===== config.mk =====
export PLATFORM = sky130hd
export DESIGN_NAME = multicycle_ctrl
export DESIGN_NICKNAME = d
export VERILOG_FILES = /design/src/rtl/riscv_ctrl_pkg.sv /design/src/rtl/mem_watchdog.sv /design/src/rtl/multicycle_ctrl.sv
export SDC_FILE = /design/constraint.sdc
export NUM_CORES = 1
export LEC_CHECK = 0
export BUFFER_PORTS_ARGS = -buffer_cell sky130_fd_sc_hd__buf_2
export CORE_ASPECT_RATIO = 0.8
export CORE_MARGIN = 1
export CORE_UTILIZATION = 54
export DETAILED_ROUTE_END_ITERATION = 7
export GPL_TIMING_DRIVEN = 0
export PLACE_DENSITY = 0.83
export SYNTH_ARGS = -nofsm -noshare
export SYNTH_HDL_FRONTEND = slang
export SYNTH_SLANG_ARGS = --single-unit

===== constraint.sdc =====
create_clock -name clk -period 4.5 [get_ports clk]
set_input_delay 0 -clock clk [delete_from_list [all_inputs] [get_ports clk]]
set_output_delay 0 -clock clk [all_outputs]
set_load 0.05 [all_outputs]

===== src/rtl/riscv_ctrl_pkg.sv =====
// Shared encodings for the multi-cycle RV32I control path: opcodes, FSM states and
// datapath mux selects, plus small opcode-classification helpers.
package riscv_ctrl_pkg;

    localparam logic [6:0] R_TYPE = 7'b0110011;
    localparam logic [6:0] I_TYPE = 7'b0010011;
    localparam logic [6:0] LW     = 7'b0000011;
    localparam logic [6:0] SW     = 7'b0100011;
    localparam logic [6:0] BR     = 7'b1100011;
    localparam logic [6:0] JAL    = 7'b1101111;
    localparam logic [6:0] JALR   = 7'b1100111;
    localparam logic [6:0] SYSTEM = 7'b1110011;

    typedef enum logic [2:0] {
        FETCH  = 3'd0,
        DECODE = 3'd1,
        EXEC   = 3'd2,
        MEM    = 3'd3,
        WB     = 3'd4,
        HALT   = 3'd5
    } state_t;

    localparam logic [1:0] PC_SEL_PLUS4  = 2'b00;
    localparam logic [1:0] PC_SEL_BRANCH = 2'b01;
    localparam logic [1:0] PC_SEL_JAL    = 2'b10;
    localparam logic [1:0] PC_SEL_JALR   = 2'b11;

    localparam logic [1:0] WB_SEL_ALU = 2'b00;
    localparam logic [1:0] WB_SEL_MEM = 2'b01;
    localparam logic [1:0] WB_SEL_PC4 = 2'b10;

    localparam logic [1:0] ALU_OP_ADD    = 2'b00;
    localparam logic [1:0] ALU_OP_BRANCH = 2'b01;
    localparam logic [1:0] ALU_OP_FUNCT  = 2'b10;

    // Opcodes that proceed from DECODE into EXEC.
    function automatic logic is_exec_op(input logic [6:0] op);
        case (op)
            R_TYPE, I_TYPE, LW, SW, BR, JAL, JALR: return 1'b1;
            default:                               return 1'b0;
        endcase
    endfunction

    function automatic logic uses_imm(input logic [6:0] op);
        case (op)
            I_TYPE, LW, SW, JALR: return 1'b1;
            default:              return 1'b0;
        endcase
    endfunction

    function automatic logic [1:0] alu_op_for(input logic [6:0] op);
        case (op)
            BR:             return ALU_OP_BRANCH;
            R_TYPE, I_TYPE: return ALU_OP_FUNCT;
            default:        return ALU_OP_ADD;
        endcase
    endfunction

endpackage


===== src/rtl/mem_watchdog.sv =====
// Memory handshake watchdog: counts stalled request cycles and raises a sticky error
// once the wait reaches TimeoutCycles (0 disables it).
module mem_watchdog #(
    parameter int unsigned TimeoutCycles = 16
) (
    input  logic clk_i,
    input  logic reset_i,
    input  logic req_i,
    input  logic ready_i,
    output logic fire_o,
    output logic timeout_err_o
);

    localparam int unsigned CntW = (TimeoutCycles < 2) ? 1 : $clog2(TimeoutCycles);

    logic [CntW-1:0] cnt_q, cnt_d;
    logic            err_q, err_d;

    // A ready in the threshold cycle is a completion, so only a stalled cycle can fire.
    always_comb begin
        cnt_d  = '0;
        err_d  = err_q;
        fire_o = 1'b0;
        if ((TimeoutCycles != 0) && req_i && !ready_i) begin
            if (32'(cnt_q) == TimeoutCycles - 1) begin
                fire_o = 1'b1;
                err_d  = 1'b1;
            end else begin
                cnt_d = cnt_q + CntW'(1);
            end
        end
    end

    always_ff @(posedge clk_i) begin
        if (reset_i) begin
            cnt_q <= '0;
            err_q <= 1'b0;
        end else begin
            cnt_q <= cnt_d;
            err_q <= err_d;
        end
    end

    assign timeout_err_o = err_q;

endmodule


===== src/rtl/multicycle_ctrl.sv =====
// Multi-cycle main control FSM for the RV32I subset over one shared memory port.
// Define MULTICYCLE_PERF_EN to add the cycle_cnt/instret_cnt performance counters.
module multicycle_ctrl
    import riscv_ctrl_pkg::*;
#(
    parameter int unsigned TIMEOUT_CYCLES = 16,
    parameter int unsigned CNT_W          = 32
) (
    input  logic             clk,
    input  logic             reset,
    input  logic [6:0]       opcode,
    input  logic             branch_taken,
    input  logic             mem_ready,
    output logic             mem_req,
    output logic             mem_we,
    output logic             instr_fetch,
    output logic             ir_we,
    output logic             pc_we,
    output logic [1:0]       pc_sel,
    output logic             rf_we,
    output logic [1:0]       wb_sel,
    output logic             alu_src,
    output logic [1:0]       alu_op,
    output logic             halted,
    output logic             timeout_err,
`ifdef MULTICYCLE_PERF_EN
    output logic [CNT_W-1:0] cycle_cnt,
    output logic [CNT_W-1:0] instret_cnt,
`endif
    output logic [2:0]       state_o
);

    if (CNT_W == 0) begin : g_cnt_w_invalid
        $error("CNT_W must be at least 1");
    end

    state_t     state_q, state_d;
    logic [6:0] op_q, op_d;
    logic       wd_fire;
    logic       wd_timeout_err;

    // Request-side outputs depend on state only, which keeps the watchdog loop acyclic.
    assign mem_req     = ~reset & ((state_q == FETCH) | (state_q == MEM));
    assign mem_we      = ~reset & (state_q == MEM) & (op_q == SW);
    assign instr_fetch = ~reset & (state_q == FETCH);
    assign halted      = ~reset & (state_q == HALT);
    assign timeout_err = ~reset & wd_timeout_err;
    assign state_o     = reset ? 3'b000 : state_q;

    always_comb begin
        state_d = state_q;
        op_d    = op_q;
        ir_we   = 1'b0;
        pc_we   = 1'b0;
        pc_sel  = PC_SEL_PLUS4;
        rf_we   = 1'b0;
        wb_sel  = WB_SEL_ALU;
        alu_src = 1'b0;
        alu_op  = ALU_OP_ADD;

        unique case (state_q)
            FETCH: begin
                if (mem_ready) begin
                    ir_we   = 1'b1;
                    state_d = DECODE;
                end
            end
            DECODE: begin
                op_d = opcode;
                if (opcode == SYSTEM) begin
                    state_d = HALT;
                end else if (!is_exec_op(opcode)) begin
                    pc_we   = 1'b1;
                    state_d = FETCH;
                end else begin
                    state_d = EXEC;
                end
            end
            EXEC: begin
                alu_src = uses_imm(op_q);
                alu_op  = alu_op_for(op_q);
                if (op_q == BR) begin
                    pc_we   = 1'b1;
                    pc_sel  = branch_taken ? PC_SEL_BRANCH : PC_SEL_PLUS4;
                    state_d = FETCH;
                end else if ((op_q == LW) || (op_q == SW)) begin
                    state_d = MEM;
                end else begin
                    state_d = WB;
                end
            end
            MEM: begin
                if (mem_ready) begin
                    if (op_q == SW) begin
                        pc_we   = 1'b1;
                        state_d = FETCH;
                    end else begin
                        state_d = WB;
                    end
                end
            end
            WB: begin
                rf_we = 1'b1;
                pc_we = 1'b1;
                if (op_q == LW) begin
                    wb_sel = WB_SEL_MEM;
                end else if ((op_q == JAL) || (op_q == JALR)) begin
                    wb_sel = WB_SEL_PC4;
                end
                if (op_q == JAL) begin
                    pc_sel = PC_SEL_JAL;
                end else if (op_q == JALR) begin
                    pc_sel = PC_SEL_JALR;
                end
                state_d = FETCH;
            end
            HALT: begin
                state_d = HALT;
            end
            default: begin
                state_d = FETCH;
            end
        endcase

        if (wd_fire) begin
            state_d = HALT;
        end

        if (reset) begin
            ir_we   = 1'b0;
            pc_we   = 1'b0;
            pc_sel  = PC_SEL_PLUS4;
            rf_we   = 1'b0;
            wb_sel  = WB_SEL_ALU;
            alu_src = 1'b0;
            alu_op  = ALU_OP_ADD;
        end
    end

    always_ff @(posedge clk) begin
        if (reset) begin
            state_q <= FETCH;
            op_q    <= '0;
        end else begin
            state_q <= state_d;
            op_q    <= op_d;
        end
    end

    mem_watchdog #(
        .TimeoutCycles(TIMEOUT_CYCLES)
    ) u_mem_watchdog (
        .clk_i        (clk),
        .reset_i      (reset),
        .req_i        (mem_req),
        .ready_i      (mem_ready),
        .fire_o       (wd_fire),
        .timeout_err_o(wd_timeout_err)
    );

`ifdef MULTICYCLE_PERF_EN
    logic [CNT_W-1:0] cycle_q, instret_q;

    always_ff @(posedge clk) begin
        if (reset) begin
            cycle_q   <= '0;
            instret_q <= '0;
        end else begin
            if (state_q != HALT) begin
                cycle_q <= cycle_q + CNT_W'(1);
            end
            if (pc_we) begin
                instret_q <= instret_q + CNT_W'(1);
            end
        end
    end

    assign cycle_cnt   = cycle_q;
    assign instret_cnt = instret_q;
`endif

endmodule


==> results.py, run 1 <==
metrics = {
    "sta": {
        "clock-skew-final_ns": 0.01028,
        "min_period_ns": 1.999,
        "fin_crit_sh_pct": 44.42,
        "tightestPinTransition_ns": 0.4047,
        "relSlewSlack_pct": 73.02,
        "hold_ws_ns": 0.01060,
        "finalWorstSetupSlack_ns": 2.501,
        "finalSetupViolations": 0,
        "fmax_ghz": 0.5003,
        "maxSlewViolCount": 0,
        "finalSetupTns_ns": 0,
        "hold_violations": 0,
        "rsz0062_at_grt": "false",
    },
    "setup_path": {
        "r2r-end": "state_q[0]",
        "r2r-start": "state_q[0]",
        "worst-setup-path-type": "reg2out",
        "startpoint_type": "register",
        "worstRegToRegCells": 5,
        "cp_data_arrival_time_ns": 2.00,
        "worstPathRequired_ns": 4.50,
        "r2r_slack_ns": 2.92,
        "critPathMaxFanout": 10,
        "endpoint_kind": "primary output",
    },
    "logic_synthesis": {
        "avgSynthCellArea_sq_um": 8.327,
        "synth_edf_count": 0,
        "syn-cell-area_sq_um": 965.9,
        "ys.flop_type": "dfxtp_1",
        "yosysWarnings": 0,
        "synth_fp_nets": 128,
        "synth_cells": 116,
        "ys_seq_area_share_pct": 31.09,
        "synthArstFlopShare_pct": 0,
        "synthDistinctLibCells": 44,
        "ys_ff_latch": 15,
    },
    "min_path": {
        "hp-class": "in2reg",
        "whs_path_depth": 3,
        "worstHoldEndpoint": "op_q[0]",
        "min_from": "opcode[0]",
    },
    "clock_network": {
        "tritoncts": "done",
        "clock_sinks": 15,
        "root_buffer": "clkbuf_4",
        "cts_max_level": 1,
        "clk_pin_slew_worst_paths_ns": 0.09,
        "clockBufferDepth": 2,
        "post-cts-setup-buffers": 0,
        "clock_latency_ns": 0.29,
        "cts_buffers": 3,
    },
    "routing": {
        "drc_errors": 0,
        "drt_pass1_iterations": 4,
        "vias": 987,
        "drt-total-wl_um": 2371,
        "drtAntennaViolNets": 0,
        "drtIter0Drc": 30,
        "routed_via_density": 5.738,
        "wire_per_inst_um": 13.78,
    },
    "finish": {
        "drive_above_1_share_pct": 30.00,
        "fin_cells": 172,
        "area_growth_pct": 22.67,
        "final_core_util_pct": 72.12,
        "nNetsFinal": 163,
        "mostFrequentLayoutCell": "buf_2",
        "fin_area_sq_mm": 0.001185,
        "final_cell_mix": "buf_2 (28), nor2_1 (16), dfxtp_1 (15), nor3_1 (7), mux2i_1 (6)",
        "num_antenna_cells": 0,
    },
    "global_routing": {
        "first_global_vias": 825,
        "grt_max_degree": 11,
        "antenna_found_initial": 0,
        "grt_pass1_wl_um": 3553,
        "grt_overflow": 0,
        "grt_usage_pct": 25.24,
    },
    "placement": {
        "place_area_sq_mm": 0.001129,
        "io_buffers": 27,
        "dp_cells": 165,
        "dp_hpwl_um": 1694,
        "place_congestion": 0.8323,
        "dpl_worst_slack_ns": 2.813,
    },
    "run_status": {
        "outcome": "finished, final reports clean",
    },
    "power": {
        "power.density_mw_per_mm2": 238.4,
        "p_leak_nw": 0.5131,
        "ir_drop_mv": 0.1870,
        "total_power_mw": 0.2825,
    },
    "die": {
        "core_area_sq_mm": 0.001643,
        "initial_core_util_pct": 58.80,
        "ios": 29,
        "num_rows": 13,
        "die-area_sq_mm": 0.001963,
        "die_h_um": 39.83,
        "die_w_um": 49.29,
    },
    "job": {
        "drv_cap": 0,
    },
}
## cells by family after synthesis
logic type                 synth area share, %
muxes                                    6.218
AOI/OAI and AO/OA                        12.57
buffers and inverters                    7.383
DFF                                      31.09
and+or+nand+nor                          37.82
adders and majority gates                2.331
xor gates and xnor gates                 2.591
## synthesized netlist by cell type, types with 2 or more instances
cell	n	area (sq um)
a21oi_1	5	25.02
o311ai_0	2	17.52
nand2b_1	3	18.77
nand2_1	5	18.77
nand4b_1	2	17.52
or2b_2	2	17.52
buf_6	2	22.52
or2_2	4	25.02
nand3_1	3	15.01
nor3_1	7	35.03
nand4bb_1	2	22.52
nor2b_1	4	25.02
nor4_1	5	31.28
clkbuf_1	2	7.510
nor2_1	16	60.06
dfxtp_1	15	300.3
nand3b_1	2	15.01
mux2i_1	6	60.06
inv_1	4	15.01
## worst max-delay path: stages, from the launching register on
cell      delay (ns)
dfxtp_1         0.32
buf_6           0.13
or2_2           0.28
clkbuf_1        0.15
or2_2           0.36
nor4_1          0.16
buf_2           0.30
## layer usage
metal	global-route usage [%]	up-vias	part of all wire [%]
met5	0	-	0
met4	5.147	0	0.76
met3	7.364	4	6.8
met2	41.10	43	45
met1	33.11	457	48
li1	-	483	-
## layout make-up
cell class | count | area, sq um
Tap cell | 22 | 27.53
Inverter | 4 | 15.01
Buffer | 7 | 56.30
Sequential cell | 15 | 300.3
Multi-Input combinational cell | 90 | 594.3
Fill cell | 154 | 457.9
Timing Repair Buffer | 30 | 165.2
Clock buffer | 4 | 26.28
## registers in the layout, indices dropped and copies added, names as in the netlist
signal / count
state_q: 3
u_mem_watchdog.cnt_q: 4
op_q: 7
u_mem_watchdog.timeout_err_o: 1
## report_power, final
| part | internal (mW) | switching [mW] |
|---|---|---|
| Clock | 0.0344 | 0.0420 |
| Sequential | 0.138 | 0.00577 |
| Combinational | 0.0256 | 0.0363 |
| Total | 0.198 | 0.0841 |
## worst max-delay path by stage
stage               startpoint         to  slack [ns]  cells past startpoint
global placement    state_q[0]  wb_sel[0]        2.83                      6
CTS                 state_q[0]  wb_sel[0]        2.49                      6
floorplan           state_q[1]      pc_we        1.46                      4
global route        state_q[0]  wb_sel[0]        2.42                      6
detailed placement  state_q[0]  wb_sel[0]        2.81                      6
finish              state_q[0]  wb_sel[0]        2.50                      6
## timing repair
| action | 4_1_cts | 5_1_grt |
|---|---|---|
| gates resized for setup | 0 | 0 |
| hold endpoints to repair | 3 | 0 |
| endpoints found under the setup margin | 0 | 0 |
| hold buffers | 3 | 0 |
Note: power is estimated with default switching activity, not from simulation.
==> run 2, diff against run 1 <==
ABC_AREA = 1   (was not set)
CORE_UTILIZATION = 45   (was 54)
PLACE_DENSITY = 0.74   (was 0.83)
clock period = 1.8 ns   (was 4.5 ns; I/O delays follow)
==> results.py, run 2 <==
metrics = {
    "run_status": {
        "outcome": "finished, final reports clean",
    },
    "logic_synthesis": {
        "synth_edf_count": 0,
        "yosysWarnings": 0,
        "avgSynthCellArea_sq_um": 6.147,
        "netlist_top_cells_count": "nand2_1 (34), nor2_1 (28), inv_1 (24)",
        "synth_cells": 160,
        "synth_mux_area_share_pct": 0,
        "synth_most_common_cell": "nand2_1",
        "ys_seq_area_share_pct": 30.53,
        "synthArstFlopShare_pct": 0,
        "ys.flop_type": "dfxtp_1",
        "synth_fp_nets": 172,
        "synthAdderAreaFrac_pct": 1.272,
        "syn-cell-area_sq_um": 983.4,
        "synthDistinctLibCells": 26,
        "synth_xor_area_share_pct": 1.781,
        "yosys.area_share.simple_pct": 41.35,
        "yosysTopAreaCell": "dfxtp_1",
        "synth_top_family_by_area": "simple AND/OR/NAND/NOR gates",
        "synth_compound_area_share_pct": 12.60,
        "synth.top_cell.area_share_pct": 30.53,
        "ys_ff_latch": 15,
        "yosys-top-cells-area": "dfxtp_1 (31%), nand2_1 (13%), nor2_1 (11%)",
    },
    "die": {
        "num_rows": 14,
        "die_h_um": 43.82,
        "ios": 29,
        "initial_core_util_pct": 50.13,
        "core_area_sq_mm": 0.001962,
        "die_w_um": 54.27,
        "die-area_sq_mm": 0.002378,
    },
    "sta": {
        "relSlewSlack_pct": 66.88,
        "min_period_ns": 1.714,
        "hold_violations": 0,
        "clock-skew-final_ns": 0.005542,
        "maxSlewViolCount": 0,
        "finalSetupTns_ns": 0,
        "rsz0062_at_grt": "true",
        "tightestPinTransition_ns": 0.4969,
        "fmax_ghz": 0.5833,
        "fin_crit_sh_pct": 95.24,
        "finalSetupViolations": 0,
        "finalWorstSetupSlack_ns": 0.08575,
    },
    "finish": {
        "mostFrequentLayoutCell": "nand2_1",
        "top_register": "op_q",
        "fin_cells": 218,
        "nNetsFinal": 207,
        "drive_above_1_share_pct": 29.90,
        "final_core_util_pct": 63.20,
        "num_antenna_cells": 0,
        "top_regs": "op_q (7), u_mem_watchdog.cnt_q (4), state_q (3)",
        "area_growth_pct": 26.08,
        "final_cell_mix": "nand2_1 (34), buf_2 (26), inv_1 (23), nor2_1 (22), dfxtp_1 (14)",
        "fill_cells": 198,
        "largest_register_ffs": 7,
    },
    "placement": {
        "dpl_worst_slack_ns": 0.3748,
        "place_congestion": 0.9281,
        "io_buffers": 27,
        "dp_hpwl_um": 1843,
        "dp_cells": 211,
    },
    "setup_path": {
        "crit_path_max_incr_delay_ns": 0.42,
        "crit_family": "simple AND/OR/NAND/NOR gates",
        "endpoint_kind": "primary output",
        "crit_cells": 6,
        "worst-setup-path-type": "reg2out",
        "critPathMaxFanout": 5,
        "crit_path_cell_trace": "nand3_1 -> nand3b_1 -> nor2_1 -> a21oi_1 -> a21oi_1 -> clkbuf_4",
        "worstPathRequired_ns": 1.80,
        "worstRegToRegCells": 9,
        "cp_num_buf_inv": 1,
        "cp_data_arrival_time_ns": 1.71,
        "r2r_slack_ns": 0.51,
        "worst_path_max_delay_cell": "dfxtp_1",
        "cp_common_cell": "a21oi_1",
        "startpoint_type": "register",
    },
    "power": {
        "power.density_mw_per_mm2": 585.0,
        "p_leak_nw": 0.6240,
        "seqPwrFrac_pct": 50.4,
        "ir_drop_mv": 0.4279,
        "p_int_mw": 0.4900,
        "p_sw_share_pct": 32.45,
        "p_sw_mw": 0.2354,
        "pwr-share-clk_pct": 26.6,
        "combinationalPowerShare_pct": 23.0,
    },
    "global_routing": {
        "grt_usage_pct": 22.88,
        "antenna_found_initial": 0,
        "grt_max_degree": 11,
        "grt_pass1_wl_um": 3946,
        "grt_overflow": 0,
        "first_global_vias": 978,
    },
    "clock_network": {
        "clock_sinks": 15,
        "clock_latency_ns": 0.29,
        "root_buffer": "clkbuf_4",
        "clockBufferDepth": 2,
        "cts_buffers": 3,
        "cts_max_level": 1,
        "tritoncts": "done",
        "clk_pin_slew_worst_paths_ns": 0.09,
    },
    "routing": {
        "routed_via_density": 4.844,
        "drtIter0Drc": 23,
        "wire_per_inst_um": 10.67,
        "drt-total-wl_um": 2327,
        "drt_pass1_iterations": 4,
        "drc_errors": 0,
        "vias": 1056,
        "drtAntennaViolNets": 0,
    },
    "min_path": {
        "hp-class": "in2reg",
        "whs_path_depth": 3,
    },
    "job": {
        "drv_cap": 0,
    },
}
[run 2: what timing repair did]
action | 4_1_cts | 5_1_grt
hold endpoints to repair | 3 | 0
resized for setup | 0 | 9
setup buffers | 0 | 0
hold buffers | 3 | 0
endpoints found under the setup margin | 0 | 3
[run 2: through the flow]
stage	power (mW)	area, sq um	hold slack, ns
floorplan	0.4904	1005	0.1427
global placement	0.5263	1170	0.2694
detailed placement	0.5321	1170	0.2765
CTS	0.7299	1226	0.01660
global route	0.7705	1240	0.04973
finish	0.7253	1240	0.02788
[run 2: cells by family after synthesis]
family / Yosys count
buf+inv: 32
xor+xnor: 2
fa+ha+maj: 1
flops: 15
compound gates: 22
simple gates: 88
[run 2: worst paths after layout]
kind	from	to
max	op_q[6]	alu_src
min	opcode[4]	op_q[4]
max reg2reg	state_q[1]	state_q[0]
min reg2reg	u_mem_watchdog.cnt_q[0]	u_mem_watchdog.cnt_q[0]
[run 2: power by group through the flow]
| stage | Sequential, mW | Combinational, mW | Clock (mW) |
|---|---|---|---|
| 5_1_grt | 0.368 | 0.188 | 0.215 |
| 4_1_cts | 0.365 | 0.165 | 0.200 |
| 6_report | 0.365 | 0.167 | 0.193 |
| 3_5_place_dp | 0.372 | 0.160 | 0 |
| 2_1_floorplan | 0.369 | 0.121 | 0 |
| 3_3_place_gp | 0.371 | 0.155 | 0 |
[run 2: cell type report]
type | instances | area [sq um] | share of cell area, %
Tap cell | 24 | 30.03 | 2.422
Sequential cell | 15 | 301.5 | 24.32
Inverter | 29 | 108.9 | 8.779
Clock buffer | 4 | 26.28 | 2.119
Timing Repair Buffer | 30 | 172.7 | 13.93
Multi-Input combinational cell | 113 | 586.8 | 47.33
Buffer | 3 | 13.76 | 1.110
[run 2: worst reg2reg max path: stages (launching register included)]
cell and delay, ns:
dfxtp_1 0.40, nor2_2 0.17, nand2_2 0.11, nand2_4 0.09, nand2_4 0.06, nor2_4 0.09
nand2_2 0.09, nand2_2 0.07, inv_2 0.03, a21oi_2 0.12
[run 2: per-layer routing]
metal | vias to the layer above | wire length [um] | GRT usage, % | part of all wire [%]
met5 | - | 0 | 0 | 0
met4 | 0 | 34 | 10.26 | 1.5
met3 | 4 | 106 | 6.316 | 4.6
met2 | 25 | 1087 | 36.83 | 47
met1 | 456 | 1099 | 28.03 | 47
li1 | 571 | - | - | -
==> run 3, diff against run 2 <==
CORE_UTILIZATION = 40   (was 45)
PLACE_DENSITY = 0.67   (was 0.74)
==> results.py, run 3 (synthesized netlist as in run 2, its figures left out) <==
metrics = {
    "routing": {
        "drc_errors": 2,
        "routed_via_density": 4.890,
        "drtIter0Drc": 22,
        "drt_pass1_iterations": 6,
        "drtAntennaViolNets": 0,
        "drt-total-wl_um": 2281,
        "vias": 1071,
        "wire_per_inst_um": 10.42,
    },
    "setup_path": {
        "r2r-end": "state_q[0]",
        "worstRegToRegCells": 8,
        "worstPathRequired_ns": 1.80,
        "critPathMaxFanout": 2,
        "r2r-start": "state_q[1]",
        "endpoint": "pc_we",
        "r2r_slack_ns": 0.51,
        "crit_path_start": "op_q[1]",
        "startpoint_type": "register",
        "worst-setup-path-type": "reg2out",
        "endpoint_kind": "primary output",
        "cp_data_arrival_time_ns": 1.67,
    },
    "global_routing": {
        "grt_max_degree": 11,
        "antenna_found_initial": 0,
        "first_global_vias": 889,
        "grt_overflow": 0,
        "grt_pass1_wl_um": 3650,
        "grt_usage_pct": 18.02,
    },
    "sta": {
        "finalSetupTns_ns": 0,
        "finalSetupViolations": 0,
        "tightestPinTransition_ns": 0.4370,
        "fin_crit_sh_pct": 92.59,
        "min_period_ns": 1.667,
        "clock-skew-final_ns": 0.005213,
        "rsz0062_at_grt": "false",
        "fmax_ghz": 0.6000,
        "hold_violations": 0,
        "relSlewSlack_pct": 70.87,
        "maxSlewViolCount": 0,
    },
    "clock_network": {
        "cts_buffers": 3,
        "root_buffer": "clkbuf_4",
        "clock_sinks": 15,
        "clk_pin_slew_worst_paths_ns": 0.10,
        "cts_max_level": 1,
        "clock_latency_ns": 0.28,
        "clockBufferDepth": 2,
        "tritoncts": "done",
    },
    "finish": {
        "area_growth_pct": 26.08,
        "mostFrequentLayoutCell": "nand2_1",
        "nNetsFinal": 207,
        "num_antenna_cells": 0,
        "top_register": "op_q",
        "drive_above_1_share_pct": 29.90,
        "final_cell_mix": "nand2_1 (34), buf_2 (26), inv_1 (23), nor2_1 (23), dfxtp_1 (14)",
        "fin_area_sq_mm": 0.001240,
        "top_regs": "op_q (7), u_mem_watchdog.cnt_q (4), state_q (3)",
        "largest_register_ffs": 7,
    },
    "placement": {
        "dp_hpwl_um": 1826,
        "place_congestion": 0.8117,
        "io_buffers": 27,
        "place_area_sq_mm": 0.001171,
    },
    "die": {
        "core_area_sq_mm": 0.002233,
        "die-area_sq_mm": 0.002662,
        "num_rows": 15,
        "initial_core_util_pct": 44.03,
        "ios": 29,
        "die_w_um": 57.44,
        "die_h_um": 46.35,
    },
    "power": {
        "power.density_mw_per_mm2": 587.3,
        "p_leak_nw": 0.6270,
        "ir_drop_mv": 0.2697,
    },
    "min_path": {
        "hp-class": "in2reg",
        "whs_path_depth": 3,
        "min_from": "opcode[4]",
    },
    "run_status": {
        "outcome": "finished, violations left",
        "violations": "DRC",
    },
    "job": {
        "drv_cap": 0,
    },
}
-- run 3: cell count changes in the layout (fill, tap and decap cells not counted), sizes merged --
cell    previous run  this run
clkbuf             5         3
clkinv             0         1
buf               29        30
-- run 3: power breakdown --
group | switching, mW | total, mW | internal (mW)
clock network | 0.115 | 0.198 | 0.0824
logic | 0.111 | 0.165 | 0.0536
registers | 0.0157 | 0.366 | 0.350
-- run 3: worst min path at each step --
stage | to
floorplan | op_q[0]
global placement | op_q[5]
detailed placement | op_q[5]
CTS | op_q[4]
global route | op_q[6]
finish | op_q[4]
-- run 3: layer usage --
| layer | part of all wire [%] | track usage (%) | vias up |
|---|---|---|---|
| li1 | - | - | 567 |
| met1 | 48 | 21.94 | 486 |
| met2 | 48 | 31.63 | 16 |
| met3 | 4.1 | 4.775 | 2 |
| met4 | 0.61 | 5.366 | 0 |
| met5 | 0 | 0 | - |
-- run 3: layout make-up --
cell class / count / area, sq um
Fill cell: 226 / 993.5
Multi-Input combinational cell: 113 / 584.3
Buffer: 3 / 13.76
Clock buffer: 3 / 22.52
Inverter: 29 / 108.9
Sequential cell: 15 / 301.5
Tap cell: 25 / 31.28
Timing Repair Buffer: 30 / 172.7
Clock inverter: 1 / 5.005
-- run 3: timing repair --
| item | CTS | global route |
|---|---|---|
| endpoints found under the setup margin | 0 | 3 |
| gates resized for setup | 0 | 9 |
| endpoints found under the hold margin | 3 | 0 |
| hold buffers | 3 | 0 |
| setup buffers | 0 | 0 |
-- run 3: through the flow --
stage	power [mW]	setup slack (ns)	instances	util [%]	hold WS [ns]
2_1_floorplan	0.4904	-0.03769	160	-	0.1427
3_3_place_gp	0.5274	0.3814	212	52.44	0.2670
3_5_place_dp	0.5309	0.3649	212	52.44	0.2707
4_1_cts	0.7362	0.03149	219	55.01	0.01300
5_1_grt	0.7742	0.01641	219	55.52	0.06332
6_report	0.7282	0.1333	219	55.52	0.02212
-- run 3: worst max-delay path, cell delays in order, from the launching register on --
cell and delay, ns:
dfxtp_1 0.34, nand2_1 0.09, inv_1 0.08, nand2_1 0.07, nor2_1 0.15, inv_1 0.07, nor2_1 0.13, nor2_1 0.07
o211ai_1 0.08, nand2_1 0.07, inv_1 0.06, buf_4 0.19
